`src/rtl/msrv32_instruction_mux.sv`:
```
// Decode front end: registers the fetched instruction (or a NOP on flush/reset)
// and slices the captured word into RV32I fields for the decoder, register file and CSRs.
module msrv32_instruction_mux #(
  parameter logic [31:0] NOP_INSTR = 32'h0000_0013,
  parameter int          XLEN      = 32
) (
  input  logic            ms_riscv32_mp_clk_in,
  input  logic            ms_riscv32_mp_rst_in,
  input  logic            flush_in,
  input  logic [XLEN-1:0] ms_riscv32_mp_instr_in,
  output logic [6:0]      opcode_out,
  output logic [2:0]      funct3_out,
  output logic [6:0]      funct7_out,
  output logic [4:0]      rs1addr_out,
  output logic [4:0]      rs2addr_out,
  output logic [4:0]      rdaddr_out,
  output logic [11:0]     csr_addr_out,
  output logic [XLEN-8:0] instr_out
);

  logic [XLEN-1:0] instr_d;
  logic [XLEN-1:0] instr_q;

  // The NOP path is a hard mux select, so an unknown fetch word during flush
  // or reset never reaches instr_q.
  always_comb begin
    instr_d = ms_riscv32_mp_instr_in;
    if (ms_riscv32_mp_rst_in || flush_in) begin
      instr_d = NOP_INSTR;
    end
  end

  always_ff @(posedge ms_riscv32_mp_clk_in) begin
    instr_q <= instr_d;
  end

  // Field slices overlap on purpose: csr_addr is {funct7, rs2}, instr_out is everything above the opcode.
  assign opcode_out   = instr_q[6:0];
  assign rdaddr_out   = instr_q[11:7];
  assign funct3_out   = instr_q[14:12];
  assign rs1addr_out  = instr_q[19:15];
  assign rs2addr_out  = instr_q[24:20];
  assign funct7_out   = instr_q[31:25];
  assign csr_addr_out = instr_q[31:20];
  assign instr_out    = instr_q[XLEN-1:7];

endmodule

```
`config.mk`:
```
export PLATFORM = sky130hd
export DESIGN_NAME = msrv32_instruction_mux
export DESIGN_NICKNAME = d
export VERILOG_FILES = /design/src/rtl/msrv32_instruction_mux.sv
export SDC_FILE = /design/constraint.sdc
export NUM_CORES = 1
export LEC_CHECK = 0
export ABC_AREA = 1
export BUFFER_PORTS_ARGS = -buffer_cell sky130_fd_sc_hd__buf_4
export CAP_MARGIN = 20
export CORE_MARGIN = 8
export CORE_UTILIZATION = 35
export DETAILED_ROUTE_END_ITERATION = 8
export GPL_TIMING_DRIVEN = 0
export PLACE_DENSITY = 0.73
export SETUP_SLACK_MARGIN = 0.2
export SLEW_MARGIN = 10
export SYNTH_ARGS = -nofsm -noshare
export SYNTH_HDL_FRONTEND = slang
export SYNTH_SLANG_ARGS = --single-unit
```
`constraint.sdc`:
```
create_clock -name ms_riscv32_mp_clk_in -period 0.8 [get_ports ms_riscv32_mp_clk_in]
set_clock_uncertainty 0.1 [all_clocks]
set_input_delay 0.12 -clock ms_riscv32_mp_clk_in [delete_from_list [all_inputs] [get_ports ms_riscv32_mp_clk_in]]
set_output_delay 0.12 -clock ms_riscv32_mp_clk_in [all_outputs]
set_load 0.05 [all_outputs]
```
After elaboration in Yosys (flattened, before gate mapping):

Cells that the tools add are included.

* flip-flop bits (word level): 32

* reductions and logical operators: 1

Operators by type and width (count)
* logical OR 1 bit: 1

Depth between registers and ports, before layout:

Gate-level depths: netlist of the first run.

* depth after elaboration: 1
* mapped depth: 5
* gate-level depth less buffers: 3

Least setup slack after synthesis of the first run:

OpenSTA, ideal clock, no wires.

* path type: register -> output
* start: register instr_q[25]
* end: output funct7_out[0]
* arrival: 0.914 ns
* data required time: 0.580 ns
* slack: -0.334 ns
* stages on the path, launching flop included: 2
* buffers on the path: 1
* cell sequence: dfxtp_1 buf_4

RTL lines
* from (decl): RTL line 22 `logic [XLEN-1:0] instr_q;`
* from (signal assigned): RTL line 34 `instr_q <= instr_d;`
* to (decl): RTL line 13 `output logic [6:0] funct7_out,`

No word-level cell between the ends.

Worst setup path in the final report of the first run:

* start: register instr_q[26]
* end: output funct7_out[1]

No word-level cell between the ends.

==> flow_summary.json, run 1 <==
{
  "antennaDiodeCount": 0,
  "cts.sinks": 32,
  "drtIter0Drc": 39,
  "seq_area_sq_um": 760.7,
  "grt_overflow": 0,
  "totalWireLength_um": 6068,
  "min_period_over_period_pct": 141.6,
  "wl_per_cell_um": 20.09,
  "dp_hpwl_um": 3017,
  "syn_nets": 175,
  "grt_pass1_vias": 1372,
  "synth_top_cell_by_area": "dfxtp_1",
  "gp_congestion": 0.6622,
  "slew_viol_final": 0,
  "synth.cell_area_sq_um": 1287,
  "worstMarginPinSlew_ns": 0.2160,
  "drive_gt1_share_pct": 79.13,
  "fillers": 123,
  "drt-vias-per-instance": 4.182,
  "crit_path_start_kind": "register",
  "synth.top_cell.area_share_pct": 49.76,
  "async_flop_share_pct": 0,
  "hold_end": "instr_q[1]",
  "drt_pass1_iterations": 4,
  "clk_pin_slew_worst_paths_ns": 0.07,
  "grt.total_usage_pct": 15.14,
  "synth-edff-count": 0,
  "portBuffers": 103,
  "utilization_pct": 89.90,
  "grt_pass1_wl_um": 6948,
  "seq_area_frac_synth_pct": 49.76,
  "die_h_um": 76.65,
  "final_hold_viol_count": 21,
  "crit_fanout": 3,
  "fp-row-count": 22,
  "ys.flop_type": "dfxtp_1",
  "core_area_sq_um": 3606,
  "vdd_drop_max_mv": 1.437,
  "vias": 1263,
  "avgSynthCellArea_sq_um": 9.196,
  "p_per_area_nw_per_um2": 1453,
  "die-area_sq_um": 5875,
  "worst_ep_arrival_time_ns": 0.91,
  "violations": "hold timing, setup timing",
  "max_flop_register": "instr_q",
  "antenna_found_initial": 0,
  "grt_max_degree": 11,
  "area.growth.synth_to_final_pct": 151.8,
  "min_period_ns": 1.133,
  "synth_seq_cells": 32,
  "ant_nets": 0,
  "drc": 0,
  "synthCells": 140,
  "cts_buffers": 5,
  "ys_types": 11,
  "hold_path_class": "in2reg",
  "synth_common_cells": "buf_4 (37), inv_1 (33), dfxtp_1 (32)",
  "io_pins": 104,
  "end_kind": "output pin",
  "placed_cells": 291,
  "min_from": "ms_riscv32_mp_instr_in[1]",
  "slew_headroom_pct": 85.54,
  "yosys_warnings": 0,
  "maxCapViolations": 0,
  "critical_path_class": "reg2out",
  "hold_ws_ns": -0.08283,
  "fin_ws_ns": -0.3326,
  "initial_utilization_pct": 35.70,
  "clock_path_buffers": 2,
  "synth_area_leaders": "dfxtp_1 (50%), buf_4 (22%), inv_1 (9.6%)",
  "rsz0062_at_grt": "yes",
  "holdPathStages": 3,
  "synth.most_common_cell": "buf_4",
  "final_cell_count_no_fill": 302,
  "fmax_mhz": 883.0,
  "cts_root_buf": "clkbuf_8",
  "outcome": "complete, but fails checks",
  "cp-startpoint": "instr_q[26]",
  "multi_input_area_sq_um": 220.2,
  "die_w_um": 76.65,
  "cts_htree_levels": 2,
  "largest_reg_flops": 32,
  "num-nets-final": 288,
  "cts_tree": "done",
  "cp.required_ns": 0.58,
  "cellLeakagePower_nw": 1.576,
  "setup_viol": 69,
  "reg_top3": "instr_q: 32 flops"
}
[area by class of cell]
type | instances | area share (%)
buffer | 40 | 18.45
clock buffer | 5 | 2.123
clock inverter | 3 | 1.158
inverter | 34 | 4.400
multi-input combinational | 34 | 6.793
sequential | 32 | 23.47
tap | 48 | 1.853
timing repair buffer | 106 | 41.76
[worst max path at each step]
stage                               end  slack (ns)  cells past startpoint
after CTS                 funct7_out[6]       -0.32                      2
after global routing      instr_out[19]       -0.37                      2
final                     funct7_out[1]       -0.33                      2
after global placement      instr_q[19]       -0.12                      6
after floorplan           funct7_out[0]       -0.03                      1
after detailed placement    instr_q[19]       -0.13                      6
[layer usage]
metal  track usage, %  wire length, um  vias up
li1                 -                -      575
met1            12.52             1924      596
met2            27.25             3400       84
met3            11.31              623        8
met4            4.808              119        0
met5                0                0        -
[cells in the final DEF, fill, tap and decap left out]
cell type and n:
buf_12 8, buf_16 1, buf_4 37, buf_6 4, buf_8 96, bufinv_16 1, clkbuf_8 5, clkinv_1 2
dfxtp_4 32, inv_1 32, inv_12 1, inv_4 1, nand2_1 3, nand2_4 1, nor2_1 16, nor2_2 4
nor2_4 10
[cells by family (layout without fill, tap and decap cells)]
logic type	after synthesis	after routing	synth area share (%)
flip-flops	32	32	49.76
buffers and inverters	74	188	34.30
AND/OR/NAND/NOR	34	34	15.94
[report_power, final]
| group | total [mW] | switching (mW) | internal [mW] |
|---|---|---|---|
| clock network | 1.50 | 0.595 | 0.907 |
| registers | 1.69 | 0.0930 | 1.60 |
| logic | 1.52 | 0.779 | 0.738 |
[repair_timing]
item / CTS / global route
setup buffers: 2 / 0
resized for setup: 106 / 41
setup endpoints to repair: 79 / 71
gates cloned: 1 / 0
endpoints found under the hold margin: 32 / 31
[worst max-delay path, cell delays in order, from the launching register on]
cell and delay (ns):
dfxtp_4 0.37, buf_8 0.12, buf_8 0.14
[metrics by stage]
stage               instance area (sq um)  hold WS (ns)  worst slack (ns)  power, mW  setup TNS [ns]
detailed placement                   2541        0.2033           -0.1296      2.903          -2.614
global route                         3242      -0.08299           -0.3685      4.875          -20.38
global placement                     2541        0.1960           -0.1248      2.887          -2.473
floorplan                            1708        0.1113          -0.03054      2.530         -0.8825
CTS                                  3084      -0.08838           -0.3183      4.591          -18.82
finish                               3242      -0.08283           -0.3326      4.712          -18.73
Note: power is estimated with default switching activity, not from simulation.
==> run 2, diff against run 1 <==
--- a/config.mk
+++ b/config.mk
@@ -7,9 +7,9 @@
 export LEC_CHECK = 0
 export ABC_AREA = 1
 export BUFFER_PORTS_ARGS = -buffer_cell sky130_fd_sc_hd__buf_4
-export CAP_MARGIN = 20
-export CORE_MARGIN = 8
+export CORE_MARGIN = 3
 export CORE_UTILIZATION = 35
+export CTS_BUF_LIST = sky130_fd_sc_hd__clkbuf_2 sky130_fd_sc_hd__clkbuf_4 sky130_fd_sc_hd__clkbuf_8
 export DETAILED_ROUTE_END_ITERATION = 8
 export GPL_TIMING_DRIVEN = 0
 export PLACE_DENSITY = 0.73
==> run 2 against run 1 <==
The flow still finishes with violations (hold timing, setup timing). Combinational power barely moved. Clock-buffer cell count grew 1. Hold slack gained 0.013 ns. Maximum frequency is 0.53% lower. Sequential share of layout area hardly changed. Power fell by 5.5%. Sequential power about the same. Global-route usage grew 5.1 points. First-iteration DRC count is 31% lower. Cell count decreased by 0.99%. Clock power is 19% lower. Worst setup slack got worse by 0.0060 ns.
==> flow_summary.json, run 2 (synthesized netlist as in run 1, its figures left out) <==
{
  "drc": 0,
  "use_met1_pct": 18.89,
  "grt.met3_usage_pct": 4.890,
  "vdd_drop_max_mv": 1.315,
  "grt.total_usage_pct": 20.20,
  "num-nets-final": 288,
  "die_h_um": 66.65,
  "use_met2_pct": 39.85,
  "min_from": "ms_riscv32_mp_instr_in[0]",
  "initial_utilization_pct": 37.40,
  "drtIter0Drc": 27,
  "antenna_found_initial": 0,
  "fmax_mhz": 878.3,
  "clk_pin_slew_worst_paths_ns": 0.07,
  "cts_root_buf": "clkbuf_8",
  "worst_ep_arrival_time_ns": 0.92,
  "cp.required_ns": 0.58,
  "outcome": "complete, but fails checks",
  "crit_fanout": 3,
  "cts_htree_levels": 2,
  "fillers": 73,
  "core_area_sq_um": 3442,
  "fp-row-count": 21,
  "grt_max_degree": 11,
  "largest_reg_flops": 32,
  "antennaDiodeCount": 0,
  "grt_overflow": 0,
  "p_per_area_nw_per_um2": 1372,
  "end_kind": "output pin",
  "busiest_layer": "met2",
  "rsz0062_at_grt": "yes",
  "cts_tree": "done",
  "vias": 1261,
  "dp_hpwl_um": 2793,
  "holdPathStages": 3,
  "reg_top3": "instr_q: 32 flops",
  "maxCapViolations": 0,
  "critical_path_class": "reg2out",
  "ant_nets": 0,
  "final_common_cell": "buf_8",
  "layout_common_cells": "buf_8 (101), buf_4 (33), inv_1 (32), dfxtp_4 (32), nor2_4 (13)",
  "hold_ws_ns": -0.07025,
  "hold_path_class": "in2reg",
  "slew_viol_final": 0,
  "fin_ws_ns": -0.3386,
  "area.growth.synth_to_final_pct": 152.1,
  "slew_headroom_pct": 82.50,
  "min_period_over_period_pct": 142.3,
  "io_pins": 104,
  "die-area_sq_um": 4442,
  "grt_pass1_wl_um": 6479,
  "seq_area_sq_um": 760.7,
  "wl_per_cell_um": 20.37,
  "grt_pass1_vias": 1315,
  "crit_path_start_kind": "register",
  "cts_buffers": 5,
  "cts.sinks": 32,
  "gp_congestion": 0.7186,
  "totalWireLength_um": 6090,
  "finalSetupTns_ns": -18.70,
  "worstMarginPinSlew_ns": 0.2615,
  "drt_pass1_iterations": 4,
  "hold_end": "instr_q[0]",
  "clock_path_buffers": 2,
  "violations": "hold timing, setup timing",
  "die_w_um": 66.65,
  "final_hold_viol_count": 15,
  "drt-vias-per-instance": 4.217,
  "min_period_ns": 1.139,
  "cellLeakagePower_nw": 1.578,
  "portBuffers": 103,
  "setup_viol": 69,
  "max_flop_register": "instr_q",
  "drive_gt1_share_pct": 81.82,
  "multi_input_area_sq_um": 247.7
}
## run 2: cell types whose count changed in the layout (fill, tap and decap cells not counted)
cell	change
nor2_4	+3
buf_8	+5
nor2_1	-5
buf_12	-5
clkinv_2	+1
nor2_2	+2
bufinv_16	-1
buf_6	+3
clkbuf_16	+1
clkbuf_4	+1
clkinv_1	-2
buf_4	-4
## run 2: final cells by class
cell class,instances,area share (%)
clock buffer,6,2.352
buffer,40,18.43
multi-input combinational,34,7.633
clock inverter,1,0.1542
inverter,34,4.395
timing repair buffer,106,41.83
tap,46,1.773
sequential,32,23.44
## run 2: where the power goes
group / leakage (nW) / total, mW / internal, mW / switching (mW)
registers: 0.283 / 1.70 / 1.60 / 0.0958
logic: 1.25 / 1.54 / 0.746 / 0.795
clock network: 0.0445 / 1.22 / 0.625 / 0.592
## run 2: worst max path at each step
| stage | slack (ns) | cells past startpoint | to | start |
|---|---|---|---|---|
| 6_report | -0.34 | 2 | funct7_out[2] | instr_q[27] |
| 4_1_cts | -0.31 | 2 | funct7_out[2] | instr_q[27] |
| 3_5_place_dp | -0.15 | 6 | instr_q[19] | flush_in |
| 5_1_grt | -0.35 | 2 | funct7_out[2] | instr_q[27] |
| 2_1_floorplan | -0.03 | 1 | funct7_out[0] | instr_q[25] |
| 3_3_place_gp | -0.12 | 6 | instr_q[19] | flush_in |
## run 2: routing by layer
metal / vias to the layer above / part of all wire [%]
li1: 573 / -
met1: 595 / 31
met2: 71 / 58
met3: 22 / 5.3
met4: 0 / 5.0
met5: - / 0
## run 2: repair_timing
item / CTS / global route
setup buffers: 1 / 0
gates resized for setup: 106 / 47
pin swaps: 0 / 2
cloned: 1 / 1
hold endpoints to repair: 32 / 20
setup endpoints to repair: 79 / 79
## run 2: metrics by stage
stage | std cells | cell area (sq um) | util (%) | setup slack, ns | total power [mW]
6_report | 299 | 3246 | 94.29 | -0.3386 | 4.453
4_1_cts | 298 | 3049 | 88.59 | -0.3135 | 4.242
2_1_floorplan | 140 | 1708 | - | -0.03054 | 2.530
3_5_place_dp | 289 | 2539 | 73.76 | -0.1452 | 2.899
3_3_place_gp | 289 | 2539 | 73.76 | -0.1238 | 2.883
5_1_grt | 299 | 3246 | 94.29 | -0.3538 | 4.556
## run 2: critical path, stage by stage (launching register included)
cell and delay (ns):
dfxtp_4 0.37, buf_8 0.13, buf_8 0.14
